**config.mk**
```make
export PLATFORM = sky130hd
export DESIGN_NAME = disp_btn_ctrl
export DESIGN_NICKNAME = d
export VERILOG_FILES = /design/src/rtl/disp_btn_ctrl.sv
export SDC_FILE = /design/constraint.sdc
export NUM_CORES = 1
export LEC_CHECK = 0
export ABC_AREA = 1
export BUFFER_PORTS_ARGS = -buffer_cell sky130_fd_sc_hd__buf_2
export CAP_MARGIN = 25
export CORE_AREA = 2 2 115 117
export CTS_CLUSTER_DIAMETER = 100
export DETAILED_ROUTE_END_ITERATION = 6
export DIE_AREA = 0 0 117 119
export SLEW_MARGIN = 20
export SYNTH_ARGS = -nofsm -noshare
export SYNTH_HDL_FRONTEND = slang
export SYNTH_SLANG_ARGS = --single-unit
```
**constraint.sdc**
```tcl
create_clock -name clk -period 1.5 [get_ports clk]
set_clock_uncertainty 0.2 [all_clocks]
set_input_delay 0.3 -clock clk [delete_from_list [all_inputs] [get_ports clk]]
set_output_delay 0.3 -clock clk [all_outputs]
set_load 0.005 [all_outputs]
```
**src/rtl/disp_btn_ctrl.sv**
```systemverilog
// rtl/disp_btn_ctrl.sv - synchronise and debounce three push-buttons into ch/pc toggles and a step pulse
module disp_btn_ctrl #(
    parameter int   CNT_W   = 16,
    parameter logic CH_INIT = 1'b0,
    parameter logic PC_INIT = 1'b0
) (
    input  logic       clk,
    input  logic       rst_n,
    input  logic       btn_ch,
    input  logic       btn_pc,
    input  logic       btn_step,
    output logic       ch,
    output logic       pc,
    output logic       step,
    output logic [2:0] btn_lvl
);

    typedef enum logic [1:0] {IDLE, PRS_WAIT, PRESSED, REL_WAIT} state_t;

    localparam logic [CNT_W-1:0] CNT_MAX = '1;

    logic [2:0] raw;
    logic [2:0] press;

    assign raw = {btn_step, btn_pc, btn_ch};

    for (genvar i = 0; i < 3; i++) begin : g_btn
        logic             q1;
        logic             q2;
        logic             lvl_q;
        state_t           state;
        logic [CNT_W-1:0] cnt;

        always_ff @(posedge clk or negedge rst_n) begin
            if (!rst_n) begin
                q1 <= 1'b0;
                q2 <= 1'b0;
            end else begin
                q1 <= raw[i];
                q2 <= q1;
            end
        end

        // Press is decoded combinationally so the downstream toggle lands on the same edge as PRESSED.
        assign press[i]   = (state == PRS_WAIT) && q2 && (cnt == CNT_MAX);
        assign btn_lvl[i] = lvl_q;

        always_ff @(posedge clk or negedge rst_n) begin
            if (!rst_n) begin
                state <= IDLE;
                cnt   <= '0;
                lvl_q <= 1'b0;
            end else begin
                case (state)
                    IDLE: begin
                        if (q2) begin
                            state <= PRS_WAIT;
                            cnt   <= '0;
                        end
                    end
                    PRS_WAIT: begin
                        if (!q2) begin
                            state <= IDLE;
                            cnt   <= '0;
                        end else if (cnt == CNT_MAX) begin
                            state <= PRESSED;
                            cnt   <= '0;
                            lvl_q <= 1'b1;
                        end else begin
                            cnt <= cnt + 1'b1;
                        end
                    end
                    PRESSED: begin
                        if (!q2) begin
                            state <= REL_WAIT;
                            cnt   <= '0;
                        end
                    end
                    REL_WAIT: begin
                        if (q2) begin
                            state <= PRESSED;
                            cnt   <= '0;
                        end else if (cnt == CNT_MAX) begin
                            state <= IDLE;
                            cnt   <= '0;
                            lvl_q <= 1'b0;
                        end else begin
                            cnt <= cnt + 1'b1;
                        end
                    end
                    default: begin
                        state <= IDLE;
                        cnt   <= '0;
                        lvl_q <= 1'b0;
                    end
                endcase
            end
        end
    end

    always_ff @(posedge clk or negedge rst_n) begin
        if (!rst_n) begin
            ch   <= CH_INIT;
            pc   <= PC_INIT;
            step <= 1'b0;
        end else begin
            if (press[0]) ch <= ~ch;
            if (press[1]) pc <= ~pc;
            step <= press[2];
        end
    end

endmodule
```
==> results of run 1 <==
## power by group through the flow
stage               logic (mW)  registers [mW]  clock network [mW]
finish                    1.40            1.99                2.01
global route              1.55            2.00                2.14
CTS                       1.31            1.99                2.05
detailed placement        1.18            2.02                   0
global placement          1.16            2.01                   0
floorplan                0.583            2.03                   0
## through the flow
stage / hold slack (ns) / area, um^2 / util, % / cells
6_report: 0.1461 / 5286 / 41.06 / 776
5_1_grt: 0.1670 / 5286 / 41.06 / 776
4_1_cts: 0.1501 / 5061 / 39.31 / 767
3_5_place_dp: 0.04702 / 4602 / 35.74 / 742
3_3_place_gp: 0.04439 / 4602 / 35.74 / 742
2_1_floorplan: -0.1956 / 3764 / - / 483
## repair_timing
action                                  4_1_cts  5_1_grt
endpoints found under the setup margin       52       60
pin swaps                                    12       28
cloned                                        1        0
setup buffers                                 4        9
hold buffers                                  4        0
hold endpoints to repair                     15        0
resized for setup                            36       53
## area by class of cell
type	count	share of cell area, %
Clock buffer	14	5.183
Multi-Input combinational cell	350	38.91
Inverter	61	4.663
Tap cell	176	4.166
Timing Repair Buffer	107	15.60
Clock inverter	2	0.1893
Sequential cell	66	31.29
## how the worst max path moves through the flow
| stage | slack, ns | endpoint | cells past startpoint |
|---|---|---|---|
| after floorplan | -0.04 | g_btn[2].cnt[5] | 8 |
| after global placement | -0.06 | g_btn[2].cnt[13] | 8 |
| after detailed placement | -0.1 | register | 10 |
| after CTS | -0.08 | g_btn[2].cnt[13] | 8 |
| after global routing | -0.20 | g_btn[0].cnt[3] | 7 |
| final | -0.12 | g_btn[0].cnt[3] | 7 |
## cell families after synthesis
group,after synthesis
flops,66
compound gates,41
buf+inv,68
simple gates,281
fa+ha+maj,3
xor+xnor,22
mux,2
## worst reg2reg max path, stage by stage, from the launching register on
cell and delay, ns:
dfrtp_1 0.39, ha_4 0.16, nand3_4 0.11, nor2_4 0.17
nand3_4 0.13, nand2_8 0.14, buf_12 0.14, o22ai_2 0.06
## state kept, by name, indices dropped and copies added (netlist names), named ones only
name,count
pc,1
g_btn.cnt,48
ch,1
g_btn.lvl_q,3
step,1
g_btn.state,3
g_btn.q1,3
g_btn.q2,3
## layer usage
layer | vias to the layer above | part of all wire (%) | wire [um]
met5 | - | 0 | 0
met4 | 0 | 2.1 | 189
met3 | 13 | 1.7 | 151
met2 | 31 | 51 | 4571
met1 | 1668 | 45 | 3993
li1 | 1747 | - | -
## synthesized netlist by cell type
master,number,area [um^2]
clkinv_1,1,3.750
nand3_4,2,35.03
nand3b_1,1,7.510
o21bai_1,3,22.52
buf_2,1,5.000
xor2_1,18,157.7
nand4_1,6,37.54
nor3_2,1,10.01
nand3_2,2,20.02
o21ai_0,21,105.1
or2_2,1,6.260
buf_6,2,22.52
inv_2,5,18.77
nor3_1,4,20.02
nand2_2,10,62.56
nor2_1,44,165.2
nor2_2,7,43.79
a21oi_1,3,15.01
nand2_1,152,570.6
buf_4,4,30.03
a21o_1,1,7.510
nand2_4,2,22.52
mux2i_1,2,20.02
nand3_1,40,200.2
nor3b_1,1,7.510
nand4_2,1,12.51
o22ai_1,11,68.82
or2_1,1,6.260
inv_1,55,206.5
xnor2_1,4,35.03
nor2_4,6,67.56
ha_1,3,37.54
dfrtp_1,66,1652
o21ai_1,2,10.01
==> results.toml, run 1 <==
[timing]
finalHoldViolCount = 0
rsz0062_at_grt = "true"
fin_ws_ns = -0.1234
layout_min_cycle_time_ns = 1.623
setup-tns-final_ns = -3.693
slew_headroom_pct = 73.85
worstMarginPinSlew_ns = 0.3923
maxSlewViolCount = 0
max_freq_ghz = 0.6160
setup_viol = 52
period_share_pct = 108.2

[setup_path]
crit_type = "reg2reg"
cp_common_cell = "nand3_4"
critical-path-top-delay-family = "simple AND/OR/NAND/NOR gates"
r2r_cells = 7
startpoint = "g_btn[0].cnt[0]"
r2r_start = "g_btn[0].cnt[0]"
arrival_ns = 1.63
cp_max_fo = 8
startpoint_type = "register"
r2r-end = "g_btn[0].cnt[3]"
worst-path-buf-inv = 1
end_kind = "register"
r2r_slack_ns = -0.12
critPathRequiredTime_ns = 1.51
path_cells = "ha_4 -> nand3_4 -> nor2_4 -> nand3_4 -> nand2_8 -> buf_12 -> o22ai_2"
slowest_stage = "dfrtp_1"
max_stage_delay_ns = 0.39

[place]
gp_congestion = 0.8257
port_buffers = 10
hpwl_um = 6226
dp_slack_ns = -0.09827

[clock_tree]
cts_root_buf = "clkbuf_16"
cts_tree = "done"
clock-sinks = 66
path_clk_slew_ns = 0.05
htreeDepth = 3
cts_made_buffers = 9
cts_buffer_depth = 2
insertion_delay_ns = 0.34

[routing]
wire_per_inst_um = 11.48
drc = 0
vias = 3459
viasPerCell = 4.457
firstDrtPassIters = 4
drtIter0Drc = 141
ant_nets = 0
drt-total-wl_um = 8906

[logic_synthesis]
synthAdderAreaFrac_pct = 1.011
synth-compound-area-share_pct = 6.168
ys_seq_area_share_pct = 44.49
synth-simple-area-share_pct = 34.88
ys_ff_latch = 66
ys_warn_count = 0
synth_top_family_by_area = "simple AND/OR/NAND/NOR gates"
synthesis.nets = 491
ys_types = 34
synth_cells = 483
syn-cell-area_um2 = 3712
synth-xor-area-share_pct = 5.190
synthMuxAreaShare_pct = 0.5393
synth.avg_cell_area_um2 = 7.686

[pwr]
power_leakage_nw = 2.513
power_mw = 5.405
internal_power_mw = 3.779
p_sw_mw = 1.626
comb_power_share_pct = 25.9
seqPwrFrac_pct = 36.8
clkPwrFrac_pct = 37.3
powerDensity_nw_per_um2 = 1022
swShare_pct = 30.08
ir_drop_v = 0.0004779

[floorplan]
initial_core_util_pct = 28.83
core_area_um2 = 12870
dieArea_um2 = 13920
io_pins = 11
core.rowCount = 42
chipHeight_um = 119
die_x_um = 117

[run_status]
violations = "negative setup slack"
status = "finished with violations"

[cells_and_area]
final_common_cell = "nand2_1"
layout_common_cells = "137 x nand2_1, 88 x buf_4, 64 x dfrtp_1"
multi_input_area_um2 = 2057
drive_gt1_share_pct = 35.33
regArea_um2 = 1654
fillers = 1265
area_delta_synth_final_pct = 42.40
nets = 603
antennaDiodeCount = 0

[global_routing]
use_met3_pct = 2.087
grt_pass1_vias = 3567
grt_usage_pct = 13.99
grt_overflow = 0
gr-usage-met2_pct = 23.27
antenna_found_initial = 0
grt_use_met1_pct = 17.54
grt_pass1_wl_um = 15660
grt_max_degree = 43
grt.busiest_layer = "met2"

[worst_hold_path]
hold_end = "g_btn[2].q2"
holdCritPathClass = "reg2reg"
min-delay-start = "g_btn[2].q1"
min_path_cells = 0

[job]
cap_violations = 0
(Power assumes the default switching activity.)
==> run 2: changes to the inputs <==
Settings changed: BUFFER_PORTS_ARGS -buffer_cell sky130_fd_sc_hd__buf_2 to -buffer_cell sky130_fd_sc_hd__buf_4, CAP_MARGIN 25 to 20, CORE_AREA 2 2 115 117 to 2 2 100 102, DIE_AREA 0 0 117 119 to 0 0 102 104.
==> results.toml, run 2 (same netlist as run 1, synthesis figures left out) <==
[routing]
drt-total-wl_um = 8635
drtIter0Drc = 109
wire_per_inst_um = 11.99
drc = 0
ant_nets = 0
vias = 3367
viasPerCell = 4.676
firstDrtPassIters = 4

[cells_and_area]
largest_reg_flops = 48
largest_register = "g_btn.cnt"
post-route-util_pct = 53.42
nets = 590
instances_no_fill = 720
layout_common_cells = "139 x nand2_1, 80 x buf_4, 66 x dfrtp_1"
final_common_cell = "nand2_1"
antennaDiodeCount = 0
area_delta_synth_final_pct = 37.41
drive_gt1_share_pct = 32.54

[setup_path]
cp_common_cell = "nand3_4"
max_stage_delay_ns = 0.40
cp_max_fo = 8
startpoint_type = "register"
critPathRequiredTime_ns = 1.54
path_cells = "ha_4 -> nand3_4 -> nor2_4 -> nand3_4 -> nand2_8 -> buf_12 -> o22ai_2"
arrival_ns = 1.65
crit_type = "reg2reg"
end_kind = "register"
slowest_stage = "dfrtp_1"

[place]
placed_cells = 690
port_buffers = 10
gp_congestion = 0.8371
hpwl_um = 5957

[global_routing]
grt_usage_pct = 16.82
antenna_found_initial = 0
grt_pass1_wl_um = 14390
grt_pass1_vias = 3332
grt_overflow = 0
grt_max_degree = 26

[clock_tree]
cts_tree = "done"
cts_made_buffers = 9
clock-sinks = 66
path_clk_slew_ns = 0.08
cts_buffer_depth = 2
insertion_delay_ns = 0.36
htreeDepth = 3
cts_root_buf = "clkbuf_8"

[floorplan]
initial_core_util_pct = 38.88
io_pins = 11
die_x_um = 102
core.rowCount = 36
core_area_um2 = 9549
chipHeight_um = 104
dieArea_um2 = 10610

[job]
cap_violations = 0

[run_status]
status = "finished with violations"
violations = "negative setup slack"

[timing]
slew_headroom_pct = 76.01
finalHoldViolCount = 0
period_share_pct = 107.5
maxSlewViolCount = 0
max_freq_ghz = 0.6202
setup_viol = 49
layout_min_cycle_time_ns = 1.612
worstMarginPinSlew_ns = 0.3599
fin_ws_ns = -0.1123
rsz0062_at_grt = "true"

[worst_hold_path]
holdCritPathClass = "reg2reg"

[pwr]
ir_drop_v = 0.0006590
power_leakage_nw = 2.469
powerDensity_nw_per_um2 = 995.6
==> run 2: cell types whose count changed in the layout (fill, tap and decap cells not counted), sizes merged <==
cell / previous run / this run
clkinvlp: 0 / 1
inv: 59 / 61
clkinv: 4 / 2
bufinv: 0 / 2
buf: 103 / 90
clkbuf: 14 / 11
==> run 2: through the flow <==
| step | hold slack [ns] | instance area, um^2 | setup slack [ns] | setup TNS [ns] | total power, mW |
|---|---|---|---|---|---|
| finish | 0.1392 | 5101 | -0.1123 | -2.912 | 5.079 |
| global route | 0.1609 | 5101 | -0.2059 | -8.373 | 5.346 |
| CTS | 0.1527 | 4880 | -0.08809 | -2.857 | 4.961 |
| detailed placement | 0.03716 | 4518 | -0.1215 | -2.565 | 3.153 |
| global placement | 0.03842 | 4518 | -0.07496 | -0.9178 | 3.126 |
| floorplan | -0.1956 | 3764 | -0.03920 | -0.2170 | 2.613 |
==> run 2: report_power, final <==
part,switching [mW],internal [mW],total [mW]
Clock,0.723,0.976,1.70
Combinational,0.775,0.618,1.39
Sequential,0.0935,1.89,1.99
Total,1.59,3.49,5.08
==> run 2: final cells by class <==
type,instances,area [um^2]
fill,901,4448
multi-input combinational,350,2047
sequential,66,1652
timing repair buffer,94,773.2
inverter,61,244.0
tap,133,166.4
clock buffer,11,141.4
clock inverter,5,77.57
==> run 2: layer usage <==
layer | global-route usage (%) | vias to the layer above | wire (um)
met5 | 0 | - | 0
met4 | 7.143 | 0 | 169
met3 | 4.234 | 13 | 305
met2 | 27.96 | 52 | 4209
met1 | 20.44 | 1578 | 3950
li1 | - | 1724 | -
==> run 2: worst max-delay path: cells and delay by family, from the launching register on <==
kind | cells | cell delay [ns]
and+or+nand+nor | 4 | 0.52
AOI/OAI and AO/OA | 1 | 0.06
buffers and inverters | 1 | 0.14
adders and majority gates | 1 | 0.17
DFF | 1 | 0.40
==> run 2: path summary, 6_finish.rpt <==
check,startpoint,to,slack (ns),depth (start not counted)
worst max register to register,g_btn[0].cnt[1],g_btn[0].cnt[6],-0.11,7
worst min register to register,g_btn[1].q1,g_btn[1].q2,0.14,0
min in group asynchronous,rst_n,g_btn[0].cnt[10],0.19,2
worst max-delay path,g_btn[0].cnt[1],g_btn[0].cnt[6],-0.11,7
worst min-delay path,g_btn[1].q1,g_btn[1].q2,0.14,0
max in group asynchronous,rst_n,g_btn[1].cnt[0],0.47,3
==> run 2: timing repair <==
action	CTS	global route
buffers inserted	3	5
gates resized for setup	26	55
hold endpoints to repair	69	0
setup endpoints to repair	49	60
pin swaps	15	12
cloned	1	1
hold buffers	4	0
